**config.mk**
```make
export PLATFORM = sky130hd
export DESIGN_NAME = calc_display_decoder
export DESIGN_NICKNAME = d
export VERILOG_FILES = /design/src/rtl/calc_display_decoder.sv
export SDC_FILE = /design/constraint.sdc
export NUM_CORES = 1
export LEC_CHECK = 0
export ABC_AREA = 1
export CAP_MARGIN = 20
export CORE_AREA = 2 2 91 93
export CTS_CLUSTER_DIAMETER = 50
export DETAILED_ROUTE_END_ITERATION = 6
export DIE_AREA = 0 0 93 95
export PLACE_DENSITY = 0.88
export SYNTH_ARGS = -nofsm -noshare
export SYNTH_HDL_FRONTEND = slang
export SYNTH_SLANG_ARGS = --single-unit
```
**constraint.sdc**
```tcl
create_clock -name clk -period 3.2 [get_ports clk]
set_input_delay 0.8 -clock clk [delete_from_list [all_inputs] [get_ports clk]]
set_output_delay 0.8 -clock clk [all_outputs]
set_load 0.005 [all_outputs]
```
**src/rtl/calc_display_decoder.sv**
```systemverilog
// calc_display_decoder: sign-magnitude result capture, double-dabble BCD conversion, 6-position 7-seg scan
//   clk        system clock
//   RST        asynchronous active-high reset
//   value_in   16-bit sign-magnitude value (bit 15 sign), captured on load in IDLE
//   load       single-cycle conversion request
//   busy       high while shifting (15 cycles)
//   done       one-cycle pulse, bcd_out/sign_out already hold the new result
//   sign_out   registered sign of the last converted value (negative zero reads as 0)
//   bcd_out    registered five BCD digits, [19:16] ten-thousands .. [3:0] units
//   digit_sel  registered one-hot position enable, bit 0 units .. bit 4 ten-thousands, bit 5 sign
//   seg        active-high segments gfedcba for the selected position
//   Optional: define CALC_DISP_BLANK_EN for leading-zero blanking of positions 1-4.
module calc_display_decoder #(
   parameter int SCAN_DIV = 1000
) (
   input  logic        clk,
   input  logic        RST,
   input  logic [15:0] value_in,
   input  logic        load,
   output logic        busy,
   output logic        done,
   output logic        sign_out,
   output logic [19:0] bcd_out,
   output logic [5:0]  digit_sel,
   output logic [6:0]  seg
);
   localparam int CW = $clog2(SCAN_DIV);
   localparam logic [6:0] SEG_LUT [16] = '{
      7'b0111111, 7'b0000110, 7'b1011011, 7'b1001111, 7'b1100110,
      7'b1101101, 7'b1111101, 7'b0000111, 7'b1111111, 7'b1101111,
      7'b0000000, 7'b0000000, 7'b0000000, 7'b0000000, 7'b0000000, 7'b0000000
   };
   typedef enum logic [1:0] {IDLE, SHIFT, DONE} state_t;
   state_t          state_q, state_d;
   logic [3:0]      cnt_q, cnt_d;
   logic [19:0]     scr_q, scr_d, adj;
   logic [14:0]     mag_q, mag_d;
   logic            sgn_q, sgn_d;
   logic [19:0]     bcd_q, bcd_d;
   logic            sign_q, sign_d;
   logic [CW-1:0]   scan_q, scan_d;
   logic [2:0]      pos_q, pos_d;
   logic [5:0]      sel_q, sel_d;
   logic            wrap, blank;
   logic [3:0]      nib;
   always_comb begin
      adj = scr_q;
      for (int i = 0; i < 5; i++)
         adj[4*i +: 4] = scr_q[4*i +: 4] >= 4'd5 ? scr_q[4*i +: 4] + 4'd3 : scr_q[4*i +: 4];
   end
   // The final shift writes its result straight into bcd_out so that the
   // registered digits are already valid during the cycle done is high.
   always_comb begin
      state_d = state_q;
      cnt_d   = cnt_q;
      scr_d   = scr_q;
      mag_d   = mag_q;
      sgn_d   = sgn_q;
      bcd_d   = bcd_q;
      sign_d  = sign_q;
      if (state_q == IDLE && load) begin
         state_d = SHIFT;
         cnt_d   = 4'd0;
         scr_d   = 20'd0;
         mag_d   = value_in[14:0];
         sgn_d   = value_in[15] & |value_in[14:0];
      end else if (state_q == SHIFT) begin
         {scr_d, mag_d} = {adj, mag_q} << 1;
         cnt_d          = cnt_q + 4'd1;
         if (cnt_q == 4'd14) begin
            state_d = DONE;
            bcd_d   = scr_d;
            sign_d  = sgn_q;
         end
      end else if (state_q == DONE) begin
         state_d = IDLE;
      end
   end
   always_comb begin
      wrap  = scan_q == CW'(SCAN_DIV - 1);
      scan_d = wrap ? '0 : scan_q + 1'b1;
      pos_d  = wrap ? (pos_q == 3'd5 ? 3'd0 : pos_q + 3'd1) : pos_q;
      sel_d  = 6'b1 << pos_d;
   end
   always_comb begin
      nib = 4'(bcd_q >> {pos_q, 2'b00});
`ifdef CALC_DISP_BLANK_EN
      blank = pos_q != 3'd0 && (bcd_q >> {pos_q, 2'b00}) == 20'd0;
`else
      blank = 1'b0;
`endif
      seg = pos_q == 3'd5 ? {sign_q, 6'b0} : blank ? 7'b0 : SEG_LUT[nib];
   end
   always_ff @(posedge clk or posedge RST) begin
      if (RST) begin
         state_q <= IDLE;
         cnt_q   <= 4'd0;
         scr_q   <= 20'd0;
         mag_q   <= 15'd0;
         sgn_q   <= 1'b0;
         bcd_q   <= 20'd0;
         sign_q  <= 1'b0;
         scan_q  <= '0;
         pos_q   <= 3'd0;
         sel_q   <= 6'b000001;
      end else begin
         state_q <= state_d;
         cnt_q   <= cnt_d;
         scr_q   <= scr_d;
         mag_q   <= mag_d;
         sgn_q   <= sgn_d;
         bcd_q   <= bcd_d;
         sign_q  <= sign_d;
         scan_q  <= scan_d;
         pos_q   <= pos_d;
         sel_q   <= sel_d;
      end
   end
   assign busy      = state_q == SHIFT;
   assign done      = state_q == DONE;
   assign sign_out  = sign_q;
   assign bcd_out   = bcd_q;
   assign digit_sel = sel_q;
endmodule

```
==> flow_summary.json, run 1 <==
{
  "run_status": "complete, no violations",
  "routabilityCongestion": 0.893,
  "finalMaxSlewViolations": 0,
  "grt_use_total_pct": 23.2,
  "ctsRootBufferMaster": "clkbuf_8",
  "tightest_slew_ns": 0.462,
  "cts_tree": "built",
  "n_fill_cell": 601,
  "cts_hold_buf": 0,
  "coreArea_um2": 7930,
  "finalHoldViolations": 0,
  "dieArea_um2": 8840,
  "drive_gt1_share_pct": 11.4,
  "cp.required_ns": 2.40,
  "startpoint_type": "register",
  "num_vias": 3626,
  "boundaryPins": 55,
  "htreeDepth": 3,
  "synthDistinctLibCells": 36,
  "syn_inst": 492,
  "critPathCaptureType": "primary output",
  "timing.final.crit_share_pct": 97.3,
  "final_nets": 598,
  "numCtsBuffers": 9,
  "drcViolationCount": 0,
  "cts.clk_slew.worst_paths_ns": 0.08,
  "skew_ns": 0.00889,
  "switching_share_pct": 30.4,
  "multi_input_area_um2": 1850,
  "syn-num-nets": 532,
  "placed_cells": 642,
  "dp_hpwl_mm": 6.38,
  "grt_pass1_vias": 3518,
  "setup_viol": 0,
  "fin_crit_ns": 3.11,
  "antenna_cells": 0,
  "hold_path_class": "register to register",
  "antenna_found_initial": 0,
  "wl_per_cell_um": 14.2,
  "synth_warnings": 0,
  "wl_met2_mm": 4.70,
  "grt_max_degree": 71,
  "cts.path.max_buffers": 2,
  "setup_slack_ns": 0.0865,
  "wl_mm": 9.51,
  "pre_cts_slack_ns": 0.0271,
  "die_w_um": 93,
  "fp.dieH_um": 95,
  "ys_seq_area_share_pct": 49.3,
  "grt_pass1_wl_mm": 16.0,
  "clkPwrFrac_pct": 31.7,
  "dr.pass1.iters": 5,
  "highest_layer": "met4",
  "start_util_pct": 52.5,
  "path_class": "register to primary output",
  "regArea_um2": 2060,
  "path_max_fanout": 5,
  "synth_area_um2": 4160,
  "wl_met1_mm": 3.99,
  "relSlewSlack_pct": 69.1,
  "pwr-share-comb_pct": 21.4,
  "rsz0062_at_grt": "yes",
  "syn_area_per_cell_um2": 8.46,
  "io_buffers": 54,
  "clock.fmax_mhz": 321,
  "core.rowCount": 33,
  "stdcell_count": 668,
  "drv_cap": 0,
  "vdd_ir_drop_max_uv": 487,
  "vias_per_cell": 5.43,
  "clock_latency_ns": 0.35,
  "ant_nets": 0,
  "internal_power_mw": 1.86,
  "clock-sinks": 82,
  "p_switching_mw": 0.813,
  "synth-seq-cells": 82,
  "arrival_ns": 2.31,
  "grt-ovfl-total": 0,
  "syn_to_final_growth_pct": 24.3,
  "p_leak_nw": 2.38,
  "power_density_nw_per_um2": 517,
  "wl_met3_um": 565,
  "drtIter0Drc": 207,
  "p_seq_share_pct": 47.0
}
-- layout by cell type (no fill, tap or decap), drive strengths merged, types with 8 or more instances in the layout --
cell type	synthesis	routed
nor2	34	34
o22ai	20	20
o21ai	48	48
clkdlybuf4s50	0	47
clkbuf	7	14
nor3	8	8
ha	21	21
dfrtp	81	81
nand3	19	19
inv	65	64
nand2	123	123
a21oi	15	15
buf	6	14
a22oi	8	8
xor2	10	10
-- through the flow --
step	utilization, %	hold slack, ns	TNS, ns	total power, mW	instance area [um^2]
2_1_floorplan	-	0.433	0	1.66	4160
3_3_place_gp	60.8	0.445	0	1.80	4820
3_5_place_dp	60.8	0.470	0	1.84	4820
4_1_cts	65.0	0.498	-0.0229	2.70	5150
5_1_grt	65.3	0.512	-0.0605	2.83	5180
6_report	65.3	0.497	0	2.68	5180
-- cells in the mapped netlist --
cell	instances	area share (%)
a211oi_1	1	0.18
a21oi_1	13	1.6
a21oi_2	1	0.21
a21oi_4	1	0.39
a22oi_1	8	1.4
a31oi_1	1	0.15
and3_1	1	0.15
buf_2	5	0.60
buf_4	1	0.18
clkbuf_1	7	0.63
dfrtp_1	81	49
dfstp_2	1	0.63
ha_1	21	6.3
inv_1	59	5.3
inv_2	6	0.54
mux2_2	2	0.54
nand2_1	119	11
nand2_2	4	0.60
nand3_1	18	2.2
nand3_2	1	0.24
nand3b_1	2	0.36
nand4_1	3	0.45
nor2_1	32	2.9
nor2_2	2	0.30
nor3_1	7	0.84
nor3_2	1	0.24
nor3b_1	1	0.18
nor4_1	3	0.45
o211ai_1	2	0.36
o21ai_0	46	5.5
o21ai_1	2	0.24
o221ai_1	4	0.84
o22ai_1	20	3.0
or2_2	5	0.75
xnor2_1	1	0.21
xor2_1	10	2.1
-- what timing repair did --
action,4_1_cts,5_1_grt
endpoints found under the setup margin,7,6
hold endpoints to repair,0,0
buffers inserted,9,1
pin swaps,5,5
gates resized for setup,17,10
-- cell type report --
cell class              instances  area share (%)
inverters                      65            4.83
flip-flops and latches         82            39.7
repair buffers                 68            12.8
clock inverters                 4            1.43
well taps                     105            2.54
multi-input cells             332            35.7
clock buffers                  12            3.00
-- path summary, 6_finish.rpt --
kind | slack (ns) | cells after the start | startpoint | endpoint
worst max register to register | 1.13 | 7 | state_q[1] | mag_q[13]
worst max-delay path | 0.09 | 13 | pos_q[0] | seg[4]
worst min-delay path | 0.50 | 1 | scan_q[0] | scan_q[0]
min in group asynchronous | 0.68 | 2 | RST | mag_q[8]
worst min register to register | 0.50 | 1 | scan_q[0] | scan_q[0]
max in group asynchronous | 1.86 | 3 | RST | digit_sel[0]
-- cell families after synthesis --
logic type                 count (synthesis)  synth area share [%]
adders and majority gates                 21                  6.31
DFF                                       82                  49.3
muxes                                      2                 0.541
buffers and inverters                     78                  7.27
and+or+nand+nor                          199                  20.3
xor gates and xnor gates                  11                  2.31
AOI/OAI and AO/OA                         99                  13.9
-- per-layer routing --
layer	vias up	track usage, %
met4	0	9.19
met3	23	5.35
met2	128	40.0
met5	-	0
li1	1750	-
met1	1725	28.3
-- worst max-delay path, cell delays in order, from the launching register on --
cell and delay [ns]:
dfrtp_2 0.48, buf_4 0.17, nand2_1 0.07, nand2_1 0.06, nand2_1 0.06, nand2_1 0.09
a21oi_4 0.21, inv_2 0.08, ha_1 0.20, nand2_1 0.08, nand2_1 0.05, nor2_1 0.11
nor2_1 0.06, dlygate4sd2_1 0.26
-- flip-flops by register name, summed over array words and instances, names as in the netlist --
signal,flops
scr_q,20
scan_q,10
bcd_out,20
digit_sel,6
state_q,2
cnt_q,4
sign_out,1
mag_q,15
sgn_q,1
pos_q,3
-- power by group through the flow --
stage	combinational, mW	clock, mW	sequential (mW)
after floorplan	0.415	0	1.25
after global placement	0.536	0	1.26
after detailed placement	0.571	0	1.27
after CTS	0.576	0.863	1.26
after global routing	0.649	0.913	1.27
final	0.572	0.847	1.26
(Power assumes the default switching activity.)
==> run 2, diff against run 1 <==
--- a/config.mk
+++ b/config.mk
@@ -6,6 +6,7 @@
 export NUM_CORES = 1
 export LEC_CHECK = 0
 export ABC_AREA = 1
+export ABC_CLOCK_PERIOD_IN_PS = 3200
 export CAP_MARGIN = 20
 export CORE_AREA = 2 2 91 93
 export CTS_CLUSTER_DIAMETER = 50
==> results of run 2 <==
Same layout as run 1: the final DEF is identical, and so are final timing and power.
